### src/rtl/proof_addsub_seq.sv
// rtl/proof_addsub_seq.sv - sequencer feeding a modular add/sub engine from a 4x256 register file
// Optional result checker: define PROOF_ADDSUB_CHK_EN to enable it; otherwise chk_err_o is tied to 0.
module proof_addsub_seq #(
    parameter int unsigned TMO_CYC = 15
) (
    input  logic         clk_i,
    input  logic         arst_ni,
    input  logic         cmd_vld_i,
    output logic         cmd_rdy_o,
    input  logic         cmd_mode_i,
    input  logic [1:0]   cmd_sa_i,
    input  logic [1:0]   cmd_sb_i,
    input  logic [1:0]   cmd_dst_i,
    input  logic         wr_en_i,
    input  logic [1:0]   wr_addr_i,
    input  logic [255:0] wr_data_i,
    input  logic [1:0]   rd_addr_i,
    output logic [255:0] rd_data_o,
    input  logic [255:0] modp_i,
    output logic [255:0] eng_modp_o,
    output logic         eng_dstr_o,
    output logic         eng_mode_o,
    output logic [255:0] eng_data_o,
    output logic [255:0] eng_datb_o,
    input  logic         eng_dend_i,
    input  logic [255:0] eng_datc_i,
    output logic         done_o,
    output logic         busy_o,
    output logic         err_o,
    input  logic         err_clr_i,
    output logic         chk_err_o
);

    localparam int CW = (TMO_CYC < 2) ? 1 : $clog2(TMO_CYC);

    typedef enum logic [1:0] {
        S_IDLE  = 2'd0,
        S_ISSUE = 2'd1,
        S_WAIT  = 2'd2,
        S_WB    = 2'd3
    } state_t;

    state_t         state;
    state_t         state_nxt;

    logic [255:0]   regs [4];

    // command FIFO: entries packed as {mode, sa, sb, dst}
    logic [6:0]     fifo_mem [2];
    logic           wptr;
    logic           rptr;
    logic [1:0]     count;
    logic           fifo_full;
    logic           fifo_empty;
    logic           push;
    logic           pop;

    logic           cur_mode;
    logic [1:0]     cur_sa;
    logic [1:0]     cur_sb;
    logic [1:0]     cur_dst;
    logic [255:0]   op_a;
    logic [255:0]   op_b;
    logic [255:0]   res_q;
    logic [CW-1:0]  tmo_cnt;
    logic           tmo_hit;
    logic           err_q;

    assign fifo_full  = (count == 2'd2);
    assign fifo_empty = (count == 2'd0);
    assign pop        = (state == S_IDLE) && !fifo_empty;
    // a full FIFO that pops this cycle frees a slot for the incoming command
    assign cmd_rdy_o  = !fifo_full || pop;
    assign push       = cmd_vld_i && cmd_rdy_o;

    // a response on the timeout cycle itself still counts as a response
    assign tmo_hit    = (state == S_WAIT) && !eng_dend_i && (tmo_cnt == CW'(TMO_CYC - 1));

    assign rd_data_o  = regs[rd_addr_i];
    assign eng_modp_o = modp_i;
    assign err_o      = err_q;

    // FIFO pointers and occupancy
    always_ff @(posedge clk_i or negedge arst_ni) begin
        if (!arst_ni) begin
            wptr  <= 1'b0;
            rptr  <= 1'b0;
            count <= 2'd0;
        end else begin
            if (push) wptr <= ~wptr;
            if (pop)  rptr <= ~rptr;
            count <= count + {1'b0, push} - {1'b0, pop};
        end
    end

    // FIFO storage, no reset needed since occupancy guards reads
    always_ff @(posedge clk_i) begin
        if (push) fifo_mem[wptr] <= {cmd_mode_i, cmd_sa_i, cmd_sb_i, cmd_dst_i};
    end

    // state register
    always_ff @(posedge clk_i or negedge arst_ni) begin
        if (!arst_ni) state <= S_IDLE;
        else          state <= state_nxt;
    end

    // next-state logic
    always_comb begin
        state_nxt = state;
        case (state)
            S_IDLE:  if (!fifo_empty) state_nxt = S_ISSUE;
            S_ISSUE: state_nxt = S_WAIT;
            S_WAIT:  begin
                if (eng_dend_i)   state_nxt = S_WB;
                else if (tmo_hit) state_nxt = S_IDLE;
            end
            S_WB:    state_nxt = S_IDLE;
            default: state_nxt = S_IDLE;
        endcase
    end

    // outputs: operands read live in ISSUE, held from latches through WAIT, zero otherwise
    always_comb begin
        eng_dstr_o = (state == S_ISSUE);
        eng_mode_o = 1'b0;
        eng_data_o = '0;
        eng_datb_o = '0;
        if (state == S_ISSUE) begin
            eng_mode_o = cur_mode;
            eng_data_o = regs[cur_sa];
            eng_datb_o = regs[cur_sb];
        end else if (state == S_WAIT) begin
            eng_mode_o = cur_mode;
            eng_data_o = op_a;
            eng_datb_o = op_b;
        end
        done_o = (state == S_WB) || tmo_hit;
        busy_o = (state != S_IDLE) || !fifo_empty;
    end

    // current command, operand snapshot, result latch and timeout counter
    always_ff @(posedge clk_i or negedge arst_ni) begin
        if (!arst_ni) begin
            cur_mode <= 1'b0;
            cur_sa   <= 2'd0;
            cur_sb   <= 2'd0;
            cur_dst  <= 2'd0;
            op_a     <= '0;
            op_b     <= '0;
            res_q    <= '0;
            tmo_cnt  <= '0;
        end else begin
            if (pop) {cur_mode, cur_sa, cur_sb, cur_dst} <= fifo_mem[rptr];
            if (state == S_ISSUE) begin
                op_a    <= regs[cur_sa];
                op_b    <= regs[cur_sb];
                tmo_cnt <= '0;
            end else if (state == S_WAIT) begin
                tmo_cnt <= tmo_cnt + 1'b1;
            end
            if (state == S_WAIT && eng_dend_i) res_q <= eng_datc_i;
        end
    end

    // register file: writeback beats a host write to the same address
    always_ff @(posedge clk_i or negedge arst_ni) begin
        if (!arst_ni) begin
            for (int i = 0; i < 4; i++) regs[i] <= '0;
        end else begin
            for (int i = 0; i < 4; i++) begin
                if (state == S_WB && cur_dst == 2'(i))
                    regs[i] <= res_q;
                else if (wr_en_i && wr_addr_i == 2'(i))
                    regs[i] <= wr_data_i;
            end
        end
    end

    // sticky timeout flag, set wins over clear
    always_ff @(posedge clk_i or negedge arst_ni) begin
        if (!arst_ni)       err_q <= 1'b0;
        else if (tmo_hit)   err_q <= 1'b1;
        else if (err_clr_i) err_q <= 1'b0;
    end

`ifdef PROOF_ADDSUB_CHK_EN
    logic [256:0] chk_sum;
    logic [256:0] chk_red;
    logic [255:0] chk_exp;
    logic         chk_err_q;

    // reference result from the held operands (operands assumed already reduced mod p)
    always_comb begin
        chk_sum = {1'b0, op_a} + {1'b0, op_b};
        chk_red = chk_sum - {1'b0, modp_i};
        chk_exp = '0;
        if (cur_mode) begin
            if (op_a >= op_b) chk_exp = op_a - op_b;
            else              chk_exp = op_a + modp_i - op_b;
        end else begin
            if (chk_sum >= {1'b0, modp_i}) chk_exp = chk_red[255:0];
            else                           chk_exp = chk_sum[255:0];
        end
    end

    // sticky result-check flag, set wins over clear
    always_ff @(posedge clk_i or negedge arst_ni) begin
        if (!arst_ni)
            chk_err_q <= 1'b0;
        else if (state == S_WAIT && eng_dend_i && eng_datc_i != chk_exp)
            chk_err_q <= 1'b1;
        else if (err_clr_i)
            chk_err_q <= 1'b0;
    end

    assign chk_err_o = chk_err_q;
`else
    assign chk_err_o = 1'b0;
`endif

endmodule

### config.mk
export PLATFORM = sky130hd
export DESIGN_NAME = proof_addsub_seq
export DESIGN_NICKNAME = d
export VERILOG_FILES = /design/src/rtl/proof_addsub_seq.sv
export SDC_FILE = /design/constraint.sdc
export NUM_CORES = 2
export LEC_CHECK = 0
export CAP_MARGIN = 10
export CORE_AREA = 2 2 714 716
export DETAILED_ROUTE_END_ITERATION = 6
export DIE_AREA = 0 0 716 718
export GPL_ROUTABILITY_DRIVEN = 0
export PLACE_DENSITY = 0.35
export SLEW_MARGIN = 20
export SYNTH_ARGS = -nofsm -noshare
export SYNTH_HDL_FRONTEND = slang
export SYNTH_SLANG_ARGS = --single-unit
export TNS_END_PERCENT = 100
### constraint.sdc
create_clock -name clk_i -period 2.8 [get_ports clk_i]
set_input_delay 0.56 -clock clk_i [delete_from_list [all_inputs] [get_ports clk_i]]
set_output_delay 0.56 -clock clk_i [all_outputs]
set_load 0.05 [all_outputs]
======== Yosys cells after proc, flatten, opt, wreduce, memory -nomap -nowiden ========
Memories as Yosys holds them, arrays and structs flattened. A register that Yosys moved wholly into a read port is not among the register bits.
Index checks and enable logic that the tools add are counted.
storage, ports and cells
  word-level logic and storage cells ...... 103
  output and inout bits ................... 1,031
  latch bits .............................. 0
  flip-flop bits (word level) ............. 1,803
  bits in writable memories ............... 14
  memory bits (read-only) ................. 0
  memories kept ........................... 1
operators by class
  divide/modulo/power cells ............... 0
  shift-type cells ........................ 0
  add/subtract/negate cells ............... 3
  reductions and logical operators ........ 32
  bitwise operators ....................... 5
  equal/unequal tests ..................... 13
  muxes and demuxes ....................... 33
  multipliers ............................. 0
  $lt $le $gt $ge ......................... 3
memory list
  name      words  bits a word  rd ports  clocked after Yosys merged registers in  wr ports  RTL line  source
  fifo_mem  2      7            1         1                                        1         49        logic [6:0] fifo_mem [2];
operator list
  kind                 number
  $mux 256             18
  $bmux 256 s2         3
  $eq 2x2->1 const B   7
  $reduce_bool 2->1    7
  $logic_and 1x1->1    13
  $ge 3x3->1 const B   3
  $not 2->3            3
  $logic_not 2->1      4
  $mux 4               2
  $pmux 2 s4           1
  $eq 2x1->1 const B   3
  $mux 1               6
  $mux 2               3
  $add 4x1->4 const B  1
  $eq 4x4->1 const B   1
  $logic_not 1->1      4
  $logic_or 1x1->1     3
  $ne 3x3->1 const B   1
  $add 2x1->2          1
  $ne 2x2->1 const B   1
  $not 1->1            2
  $reduce_and 2->1     1
  $sub 2x1->2          1

======== Logic depth before layout (Yosys ltp) ========
  depth in word-level cells ............... 7
  gate-level depth with buffers ........... 10
  gate-level depth less buffers ........... 9

======== Worst setup path before layout ========
Ideal clock, no wire load.
  path kind ............................... reg2out
  start point ............................. reg state[1]
  end point ............................... out eng_data_o[239]
  slack ................................... -0.788 ns
  data arrival time ....................... 3.028 ns
  buffers on the path ..................... 4
  stages on the path, launching flop included .. 9
  cell sequence ........................... dfrtp_1 inv_1 ha_1 buf_2 buf_2 buf_2 buf_2 a21oi_1 a221oi_1
between the ends
  elaborated cells on any way between the ends .. 4
RTL lines
  item                    RTL line  source
  from (decl)             43        state_t state;
  from (signal assigned)  104       else state <= state_nxt;
  $eq 2x1->1              --
  named net eng_dstr_o    21        output logic eng_dstr_o,
  $mux 256                128       if (state == S_ISSUE) begin
  to (decl)               23        output logic [255:0] eng_data_o,
The timed path passes the listed nets, and every way through them passes these cells.

======== Worst setup path after layout ========
  start point ............................. reg cur_sb[1], read port of fifo_mem
  end point ............................... out eng_datb_o[36]
between the ends
  cells in the longest elaborated chain, start to end .. 5
RTL lines
  item                                         RTL line  source
  from (decl)                                  60        logic [1:0] cur_sb;
  $not 2->3 (not written as such)              131       eng_datb_o = regs[cur_sb];
  $bmux 256 s2                                 131
  $mux 256 (not written as such) (2 in a row)  131
  $mux 256                                     128
  to (decl)                                    24        output logic [255:0] eng_datb_o,
No other way between the ends. The select of a mux whose other input is x is not followed.

==> summary.md <==
| Metric | Value |
|---|---|
| Status | `finished with violations` |
| Failing checks | `negative setup slack` |
| Tightest Pin Transition | `0.794 ns` |
| H-tree Lvls | `4` |
| Die Height | `718 um` |
| CTS root buf | `clkbuf_16` |
| Post-Synth Adder-Cell Area | `0.106%` |
| Initial DRC count | `9849` |
| Max IR drop VDD | `0.960 mV` |
| CTS tree | `built` |
| Relative slew slack | `47.1%` |
| Synth Register Bits | `1824` |
| Syn avg cell area | `9.71 um^2` |
| IO Pins | `1816` |
| Share of layout cells above drive strength 1 | `25.7%` |
| GRT Total Usage | `22.8%` |
| Post-route cell area | `0.152 mm^2` |
| Worst hold slack | `0.219 ns` |
| Grt peak-use layer | `met2` |
| Initial Utilization | `20.9%` |
| Final Hold Vio Count | `0` |
| Synthesized-area fraction occupied by xor and xnor cells | `0.0331%` |
| Worst-case clock buffer depth | `4` |
| Grt met2 use | `37.8%` |
| Pre-CTS setup slack | `-0.271 ns` |
| R2R Path Start | `state[1]` |
| Yosys warning total | `0` |
| Global route total overflow | `0` |
| Synth Area in Compound Gates | `14.7%` |
| Routed length per instance | `32.1 um` |
| Syn nets | `11702` |
| Reg-to-reg slack, setup | `0.32 ns` |
| CTS Buf Count | `240` |
| LEAKAGE | `62.2 nW` |
| Crit. End Element | `output pin` |
| Remaining DRCs | `0` |
| Drt first pass iters | `6` |
| Nets | `13008` |
| Final antenna-violating net count | `0` |
| Mapped Cells | `10908` |
| Startpoint Class | `flop` |
| First-pass GRT wire length | `837000 um` |
| Post-synthesis mux area share | `17.9%` |
| Hold Path Class | `in -> reg` |
| Tot Pwr | `238 mW` |
| Sink Count | `1824` |
| Worst clock skew | `0.0721 ns` |
| Crit path to | `eng_datb_o[36]` |
| Antenna violations before repair | `97` |
| Sequential cell area | `0.0457 mm^2` |
| Min cycle time layout | `3.59 ns` |
| Hold Startpoint | `eng_datc_i[94]` |
| Worst setup path start | `cur_sb[1]` |
| Clock Pin Slew Worst Setup and Hold Paths | `0.06 ns` |
| Fin util | `30.0%` |
| Max-cap viol count | `0` |
| Largest net degree at the start of global routing | `101` |
| WL final | `615000 um` |
| Power Dens Cells | `1560 mW/mm^2` |
| R2r worst-path depth | `9` |
| Worst Path Required | `2.24 ns` |
| Vias in the first global route | `97702` |
| Port bufs | `1302` |
| Area growth, synth to finish | `43.8%` |
| Fmax | `279 MHz` |
| Core area | `0.507 mm^2` |
| Setup CP Type | `reg -> out` |
| Grt met3 use | `2.87%` |
| Via Count | `99596` |
| Largest family of logic cells by synthesized area | `multiplexers` |
| Worst r2r dst | `res_q[139]` |
| Combined area of the multi-input logic cells | `0.0573 mm^2` |
| PnR worst setup slack | `-0.789 ns` |
| Arr. time, crit path | `3.03 ns` |
| Row count | `262` |
| Met1 Track Usage GR | `29.7%` |
| Crit Path Max Fanout | `20` |
| Mapped Area | `0.106 mm^2` |
| RSZ-0062 raised after global routing | `yes` |
| Final slew viol count | `0` |
| Fillers | `51307` |
| Post-synthesis simple-gate area fraction | `17.6%` |
| Die width | `716 um` |
| Vias per cell | `5.19` |
| Post-DP HPWL | `431000 um` |
| Register area share after synthesis | `43.2%` |
| Final setup violation count | `521` |
| Placed cell area | `0.138 mm^2` |
| Tcrit/Tclk final | `128%` |
| Post-synth cell types | `39` |
| Die area | `0.514 mm^2` |
| Worst-skew pair later-pin latency | `0.96 ns` |
## layer usage
metal | up-vias | share of wire, %
met5 | - | 0.016
met4 | 16 | 4.9
met3 | 928 | 5.5
met2 | 4212 | 48
met1 | 51915 | 42
li1 | 42525 | -
## worst max-delay path: stages, from the launching register on
cell	delay [ns]
dfrtp_4	0.46
buf_12	0.15
buf_12	0.24
buf_4	0.27
mux2i_1	0.41
o221ai_1	0.22
buf_4	0.20
buf_12	0.15
## cell type report
cell class                      count  share of cell area [%]
Antenna cell                       56                  0.0920
Clock buffer                      348                    4.63
Clock inverter                     86                   0.709
Inverter                            9                  0.0222
Multi-Input combinational cell   7764                    37.6
Sequential cell                  1824                    30.0
Tap cell                         6732                    5.53
Timing Repair Buffer             2375                    21.4
## synthesized netlist by cell type (all sizes together)
cell type / number / area [um^2]
buf: 869 / 5150
or3b: 3 / 26.3
edfxtp: 14 / 420
inv: 9 / 33.8
a211oi: 1 / 7.51
a21oi: 20 / 100
nor2b: 3 / 18.8
a221oi: 34 / 298
and2: 1 / 6.26
o21ai: 9 / 45.0
o21bai: 1 / 7.51
dfrtp: 1810 / 45300
o22ai: 3 / 18.8
a2bb2oi: 1 / 8.76
mux2i: 1033 / 10300
conb: 1 / 3.75
ha: 9 / 113
nor3b: 2 / 20.0
xnor2: 4 / 35.0
nand2: 2060 / 7730
nand2b: 498 / 3120
clkbuf: 442 / 1660
and3b: 2 / 17.5
nand3b: 500 / 3750
nor2: 1044 / 3920
a31oi: 1024 / 6410
nand3: 4 / 20.0
mux4: 256 / 5770
and3: 2 / 12.5
mux2: 257 / 2890
o21a: 2 / 15.0
o221ai: 990 / 8670
## where the power goes
group          leakage (nW)  total, mW  switching, mW  internal [mW]
clock                  4.03       32.8           13.7           19.1
combinational          36.2        150           86.5           63.2
sequential             22.0       55.4           15.5           39.9
## worst min-delay path by stage
stage / endpoint / slack [ns] / depth (start not counted)
after floorplan: count[0] / 0.26 / 0
after global placement: op_b[37] / 0.48 / 2
after detailed placement: op_b[125] / 0.48 / 2
after CTS: res_q[94] / 0.09 / 2
after global routing: res_q[75] / 0.16 / 2
final: res_q[94] / 0.22 / 2
## stage by stage
stage / std cells / setup TNS, ns
6_report: 19194 / -335.28
5_1_grt: 19168 / -401.14
4_1_cts: 19098 / -423.63
3_5_place_dp: 18572 / -9.68
3_3_place_gp: 18572 / -12.48
2_1_floorplan: 10908 / -119.59
## cells by family (layout without fill, tap and decap cells)
| kind of cell | Yosys count | count (layout) |
|---|---|---|
| AND/OR/NAND/NOR | 4119 | 4119 |
| AO/OA/AOI/OAI | 2085 | 2085 |
| flip-flops | 1824 | 1824 |
| multiplexers | 1546 | 1546 |
| buffers and inverters | 1320 | 2818 |
| adder cells (fa/ha/maj) | 9 | 9 |
| XOR/XNOR | 4 | 4 |
| other | 1 | 57 |
## layout by cell type, fill, tap and decap left out, drive strengths merged, types with 257 or more instances in the layout
master         Yosys  final
nand2b           498    498
nand2           2060   2060
buf              869   1801
nand3b           500    500
mux2i           1033   1033
dfrtp           1810   1810
a31oi           1024   1024
o221ai           990    990
mux2             257    257
nor2            1044   1044
clkbuf           442    366
clkdlybuf4s50      0    526
## state kept, by name, indices dropped and copies added (netlist names)
register / count
fifo_mem: 14
regs: 1024
op_a: 256
count: 2
err_o: 1
wptr: 1
cur_sb: 2
rptr: 1
cur_sa: 2
tmo_cnt: 4
op_b: 256
state: 2
cur_mode: 1
res_q: 256
cur_dst: 2
## timing repair
item / CTS / global route
gates cloned: 42 / 18
gates resized for setup: 256 / 301
endpoints found under the setup margin: 634 / 564
hold buffers: 1 / 0
endpoints found under the hold margin: 179 / 0
pin swaps: 17 / 22
buffers inserted: 49 / 24
(Power assumes the default switching activity.)
